## config.mk

```make
export PLATFORM = sky130hd
export DESIGN_NAME = vga_timing_gen
export DESIGN_NICKNAME = d
export VERILOG_FILES = /design/src/rtl/vga_timing_gen.sv
export SDC_FILE = /design/constraint.sdc
export NUM_CORES = 1
export LEC_CHECK = 0
export ABC_CLOCK_PERIOD_IN_PS = 8700
export CORE_MARGIN = 1
export CORE_UTILIZATION = 46
export CTS_BUF_LIST = sky130_fd_sc_hd__clkbuf_8
export DETAILED_ROUTE_END_ITERATION = 7
export HOLD_SLACK_MARGIN = 0.06
export PLACE_DENSITY = 0.65
export REMOVE_ABC_BUFFERS = 1
export SLEW_MARGIN = 20
export SYNTH_ARGS = -nofsm -noshare
export SYNTH_HDL_FRONTEND = slang
export SYNTH_SLANG_ARGS = --single-unit
```

## constraint.sdc

```tcl
create_clock -name clk -period 8.7 [get_ports clk]
set_input_delay 0.87 -clock clk [delete_from_list [all_inputs] [get_ports clk]]
set_output_delay 0.87 -clock clk [all_outputs]
set_load 0.05 [all_outputs]
```

## src/rtl/vga_timing_gen.sv

```systemverilog
// vga_timing_gen: VGA raster timing generator.
// Horizontal/vertical counters with phase FSMs; every output is registered
// and decoded from the next-count values, so outputs never lag the counters.
// Optional macro VGA_CLK_DIV_EN: pixel tick on every second clk edge
// (default build: every clk edge is a pixel tick).
module vga_timing_gen #(
  parameter int H_ACTIVE  = 640,
  parameter int H_FP      = 16,
  parameter int H_SYNC    = 96,
  parameter int H_BP      = 48,
  parameter int V_ACTIVE  = 480,
  parameter int V_FP      = 10,
  parameter int V_SYNC    = 2,
  parameter int V_BP      = 33,
  parameter int SYNC_POL  = 0,
  parameter int CNT_WIDTH = 10
) (
  input  logic                 clk,
  input  logic                 rst_n,
  output logic                 video_on,
  output logic                 hsync,
  output logic                 vsync,
  output logic [CNT_WIDTH-1:0] pixel_x,
  output logic [CNT_WIDTH-1:0] pixel_y,
  output logic                 frame_start
);

  localparam int H_TOTAL = H_ACTIVE + H_FP + H_SYNC + H_BP;
  localparam int V_TOTAL = V_ACTIVE + V_FP + V_SYNC + V_BP;

  localparam logic [CNT_WIDTH-1:0] H_LAST   = CNT_WIDTH'(H_TOTAL - 1);
  localparam logic [CNT_WIDTH-1:0] H_FP_BEG = CNT_WIDTH'(H_ACTIVE);
  localparam logic [CNT_WIDTH-1:0] H_SY_BEG = CNT_WIDTH'(H_ACTIVE + H_FP);
  localparam logic [CNT_WIDTH-1:0] H_BP_BEG = CNT_WIDTH'(H_ACTIVE + H_FP + H_SYNC);
  localparam logic [CNT_WIDTH-1:0] V_LAST   = CNT_WIDTH'(V_TOTAL - 1);
  localparam logic [CNT_WIDTH-1:0] V_FP_BEG = CNT_WIDTH'(V_ACTIVE);
  localparam logic [CNT_WIDTH-1:0] V_SY_BEG = CNT_WIDTH'(V_ACTIVE + V_FP);
  localparam logic [CNT_WIDTH-1:0] V_BP_BEG = CNT_WIDTH'(V_ACTIVE + V_FP + V_SYNC);
  localparam logic                 SYNC_ON  = 1'(SYNC_POL);

  typedef enum logic [1:0] {H_ACT, H_FRONT, H_SYNCP, H_BACK} h_state_e;
  typedef enum logic [1:0] {V_ACT, V_FRONT, V_SYNCP, V_BACK} v_state_e;

  logic [CNT_WIDTH-1:0] h_q, h_d, v_q, v_d;
  logic [CNT_WIDTH-1:0] h_nxt, v_nxt;
  h_state_e             h_st_q, h_st_d, h_st_nxt;
  v_state_e             v_st_q, v_st_d, v_st_nxt;
  logic                 h_wrap;
  logic                 tick;

  logic                 video_on_q, video_on_d;
  logic                 hsync_q, hsync_d;
  logic                 vsync_q, vsync_d;
  logic                 frame_start_q, frame_start_d;
  logic [CNT_WIDTH-1:0] pixel_x_q, pixel_x_d;
  logic [CNT_WIDTH-1:0] pixel_y_q, pixel_y_d;

`ifdef VGA_CLK_DIV_EN
  logic tog_q, tog_d;

  // Pixel-rate divider: tick is high on every second clk edge after reset.
  always_comb begin
    tog_d = ~tog_q;
    tick  = tog_q;
  end

  // Divider toggle register.
  always_ff @(posedge clk or negedge rst_n) begin
    if (!rst_n) tog_q <= 1'b0;
    else        tog_q <= tog_d;
  end
`else
  // Every clk edge is a pixel tick.
  always_comb tick = 1'b1;
`endif

  // Next counts and next phase states; outputs are decoded from these so
  // they line up with the counters on the same edge.
  always_comb begin
    h_wrap = (h_q == H_LAST);
    h_nxt  = h_wrap ? '0 : h_q + 1'b1;
    if (h_wrap) v_nxt = (v_q == V_LAST) ? '0 : v_q + 1'b1;
    else        v_nxt = v_q;

    h_st_nxt = h_st_q;
    if (h_nxt == '0)           h_st_nxt = H_ACT;
    else if (h_nxt == H_FP_BEG) h_st_nxt = H_FRONT;
    else if (h_nxt == H_SY_BEG) h_st_nxt = H_SYNCP;
    else if (h_nxt == H_BP_BEG) h_st_nxt = H_BACK;

    // Vertical phase only moves on the horizontal wrap.
    v_st_nxt = v_st_q;
    if (h_wrap) begin
      if (v_nxt == '0)            v_st_nxt = V_ACT;
      else if (v_nxt == V_FP_BEG) v_st_nxt = V_FRONT;
      else if (v_nxt == V_SY_BEG) v_st_nxt = V_SYNCP;
      else if (v_nxt == V_BP_BEG) v_st_nxt = V_BACK;
    end
  end

  // Register update values: everything holds between pixel ticks.
  always_comb begin
    h_d           = h_q;
    v_d           = v_q;
    h_st_d        = h_st_q;
    v_st_d        = v_st_q;
    video_on_d    = video_on_q;
    hsync_d       = hsync_q;
    vsync_d       = vsync_q;
    frame_start_d = frame_start_q;
    pixel_x_d     = pixel_x_q;
    pixel_y_d     = pixel_y_q;
    if (tick) begin
      h_d           = h_nxt;
      v_d           = v_nxt;
      h_st_d        = h_st_nxt;
      v_st_d        = v_st_nxt;
      video_on_d    = (h_st_nxt == H_ACT) && (v_st_nxt == V_ACT);
      hsync_d       = (h_st_nxt == H_SYNCP) ? SYNC_ON : ~SYNC_ON;
      vsync_d       = (v_st_nxt == V_SYNCP) ? SYNC_ON : ~SYNC_ON;
      frame_start_d = (h_nxt == '0) && (v_nxt == '0);
      pixel_x_d     = h_nxt;
      pixel_y_d     = v_nxt;
    end
  end

  // Counter, FSM and output state. Reset parks the counters on the last
  // pixel of the frame so the first tick lands on (0,0).
  always_ff @(posedge clk or negedge rst_n) begin
    if (!rst_n) begin
      h_q           <= H_LAST;
      v_q           <= V_LAST;
      h_st_q        <= H_BACK;
      v_st_q        <= V_BACK;
      video_on_q    <= 1'b0;
      hsync_q       <= ~SYNC_ON;
      vsync_q       <= ~SYNC_ON;
      frame_start_q <= 1'b0;
      pixel_x_q     <= '0;
      pixel_y_q     <= '0;
    end else begin
      h_q           <= h_d;
      v_q           <= v_d;
      h_st_q        <= h_st_d;
      v_st_q        <= v_st_d;
      video_on_q    <= video_on_d;
      hsync_q       <= hsync_d;
      vsync_q       <= vsync_d;
      frame_start_q <= frame_start_d;
      pixel_x_q     <= pixel_x_d;
      pixel_y_q     <= pixel_y_d;
    end
  end

  assign video_on    = video_on_q;
  assign hsync       = hsync_q;
  assign vsync       = vsync_q;
  assign frame_start = frame_start_q;
  assign pixel_x     = pixel_x_q;
  assign pixel_y     = pixel_y_q;

endmodule
```

==> impl_metrics.toml <==
[sta]
setup_viol = 0
final_hold_viol_count = 0
maxSlewViolCount = 0
fmax_ghz = 0.261
rsz0062_at_grt = "no"
finClkSkew_ps = 6.87
min_period_ps = 3820
totalNegativeSetupSlack_ps = 0
slew_headroom_pct = 38.8
worst_pin_slew_ps = 913
fin_crit_sh_pct = 44.0

[setup_path]
path_buf_inv = 0
cp.required_ps = 8900
crit_family = "simple AND/OR/NAND/NOR gates"
worstPathArrival_ps = 4020
max_stage_delay_ps = 800
crit_chain = "ha_1 > nand4_4 > nor3_2 > o21ai_1 > a221o_1 > or4_4 > a22o_1 > a31o_4 > nor4_2"
cp-start-kind = "flip-flop"
timing.critical_path.depth = 9
worst-path-max-fanout = 15
reg2reg_depth = 9
crit_type = "reg2reg"
endpoint_kind = "flip-flop"
cp-startpoint = "h_q[0]$_DFF_PN1_"
r2r_start = "h_q[0]$_DFF_PN1_"
slowest_stage = "nor3_2"

[cts]
cts_tree = "done"
cts.repair.resized = 0
cts_buffers = 5
cts_buffer_depth = 2
worstSkewPairLatency_ps = 290
h-tree-depth = 2
cts_hold_buf = 0
post_cts_buffers = 0
cts_num_sinks = 38
cts_root_buf = "clkbuf_8"
clk_pin_slew_ps = 80

[power_and_ir_drop]
p_leak_nw = 0.929
irDropWorstVdd_mv = 0.110
power_density_mw_per_mm2 = 145

[placed_design]
dpl.cell_count = 276
gp_congestion = 0.889
io_buffers = 25
dpl.hpwl_um = 3000

[global_routing]
grt_pass1_vias = 1472
grt_max_degree = 39
grt_util_all_layers_pct = 18.6
antenna_found_initial = 0
grt-ovfl-total = 0
grt_first_pass_wirelength_um = 7210

[floorplan]
fp.dieW_um = 70.6
dieArea_mm2 = 0.00498
core_region_area_mm2 = 0.00444
core.rowCount = 24
num_io_pins = 26
start_util_pct = 48.6
chipHeight_um = 70.6

[detailed_routing]
route.detailed.wl_per_inst_um = 15.0
num_vias = 1643
vias_per_cell = 5.79
final_antenna_net_count = 0
drt_iter0_drc = 116
wirelength_um = 4270
dr.pass1.iters = 6
drc = 4

[yosys]
synth_area_leaders = "dfrtp_1, dfstp_2, buf_4"
synth_seq_cells = 38
synth.avg_cell_area_um2 = 9.92
ys_types = 55
synth_ff_type = "dfrtp_1"
synthCells = 218
synth_top_cell_by_area = "dfrtp_1"
synth_top_area_share_pct = 25.5
synth_edf_count = 0
ys_seq_area_share_pct = 44.9
ys_warn_count = 0
synthesis.area_mm2 = 0.00216
async_reset_ff_share_pct = 100

[run_status]
violations = "design-rule violations"
status = "finished with violations"

[layout]
stdcell_count = 284
diodes = 0
syn2layout_area_growth_pct = 15.2
seqCellArea_um2 = 971
final_cell_mix = "clkdlybuf4s50_1, dfrtp_1, nand2_1"
drive_gt1_share_pct = 17.7
fillers = 390
nets = 237
multi_input_area_mm2 = 0.00104
final_common_cell = "clkdlybuf4s50_1"

[hold_path]
worstHoldPathCells = 2
worstHoldStart = "h_st_q[1]$_DFF_PN1_"
hp-class = "reg2reg"

[job]
max_cap_viol_count = 0
==> power by group <==
| group | internal (mW) | switching [mW] |
|---|---|---|
| combinational | 0.000162 | 0.00321 |
| sequential | 0.177 | 0 |
| clock | 0.115 | 0.0651 |
==> stage by stage <==
step	hold slack, ps	power [mW]	utilization, %	setup slack, ps	cell area (um2)
final	562	0.360	56.1	4880	2490
after global routing	607	0.376	56.1	4660	2490
after CTS	579	0.365	56.1	4920	2490
after detailed placement	562	0.184	53.0	4950	2350
after global placement	558	0.184	53.0	5070	2350
after floorplan	522	0.180	-	5270	2040
==> flip-flops by register name, summed over array words and instances, names as in the netlist <==
name,flops
frame_start,1
h_q,7
h_st_q,2
hsync,1
pixel_x,10
pixel_y,10
v_q,3
v_st_q,2
video_on,1
vsync,1
==> final timing paths <==
path	endpoint	slack [ps]
max	video_on$_DFF_PN0_	4880
min	h_st_q[1]$_DFF_PN1_	560
max reg2reg	video_on$_DFF_PN0_	4880
min reg2reg	h_st_q[1]$_DFF_PN1_	560
max in group asynchronous	pixel_y[1]$_DFF_PN0_	7510
min in group asynchronous	pixel_y[4]$_DFF_PN0_	670
==> area by class of cell <==
cell class | instances | share of cell area (%)
tap | 52 | 2.61
clock inverter | 3 | 2.76
clock buffer | 5 | 2.76
timing repair buffer | 25 | 9.84
inverter | 9 | 1.36
sequential | 38 | 39.0
multi-input combinational | 152 | 41.7
==> cell families (layout without fill, tap and decap cells) <==
logic type	count (synthesis)	after routing	share of synthesized area, %
AOI/OAI and AO/OA	46	46	14.8
adders and majority gates	4	4	2.31
and+or+nand+nor	86	86	24.1
xor gates and xnor gates	12	12	4.86
DFF	38	38	44.9
buffers and inverters	28	42	7.06
muxes	4	4	1.91
==> Yosys cell counts, types with 4 or more instances <==
cell and n:
inv_1 9, dfstp_2 16, ha_1 4, nor4_1 4, nand3_1 13, nor2_1 9
o21ai_0 13, nand2b_1 5, buf_4 11, nor3_1 8, dfrtp_1 22, buf_2 5
or3_1 4, xnor2_1 6, nand2_1 18, xor2_1 6, a21oi_1 9
==> worst reg2reg max path: cells and delay by family, from the launching register on <==
family / cells / cell delay (ps)
compound gates: 4 / 1060
simple gates: 4 / 1770
fa+ha+maj: 1 / 320
flops: 1 / 590
==> per-layer routing <==
layer	vias to the layer above	global-route usage [%]	wire length, um
li1	806	-	-
met1	801	27.2	2170
met2	29	27.3	1900
met5	-	0	0
met4	0	6.67	53
met3	7	4.27	141
No activity file was read; power rests on OpenSTA's default activity.
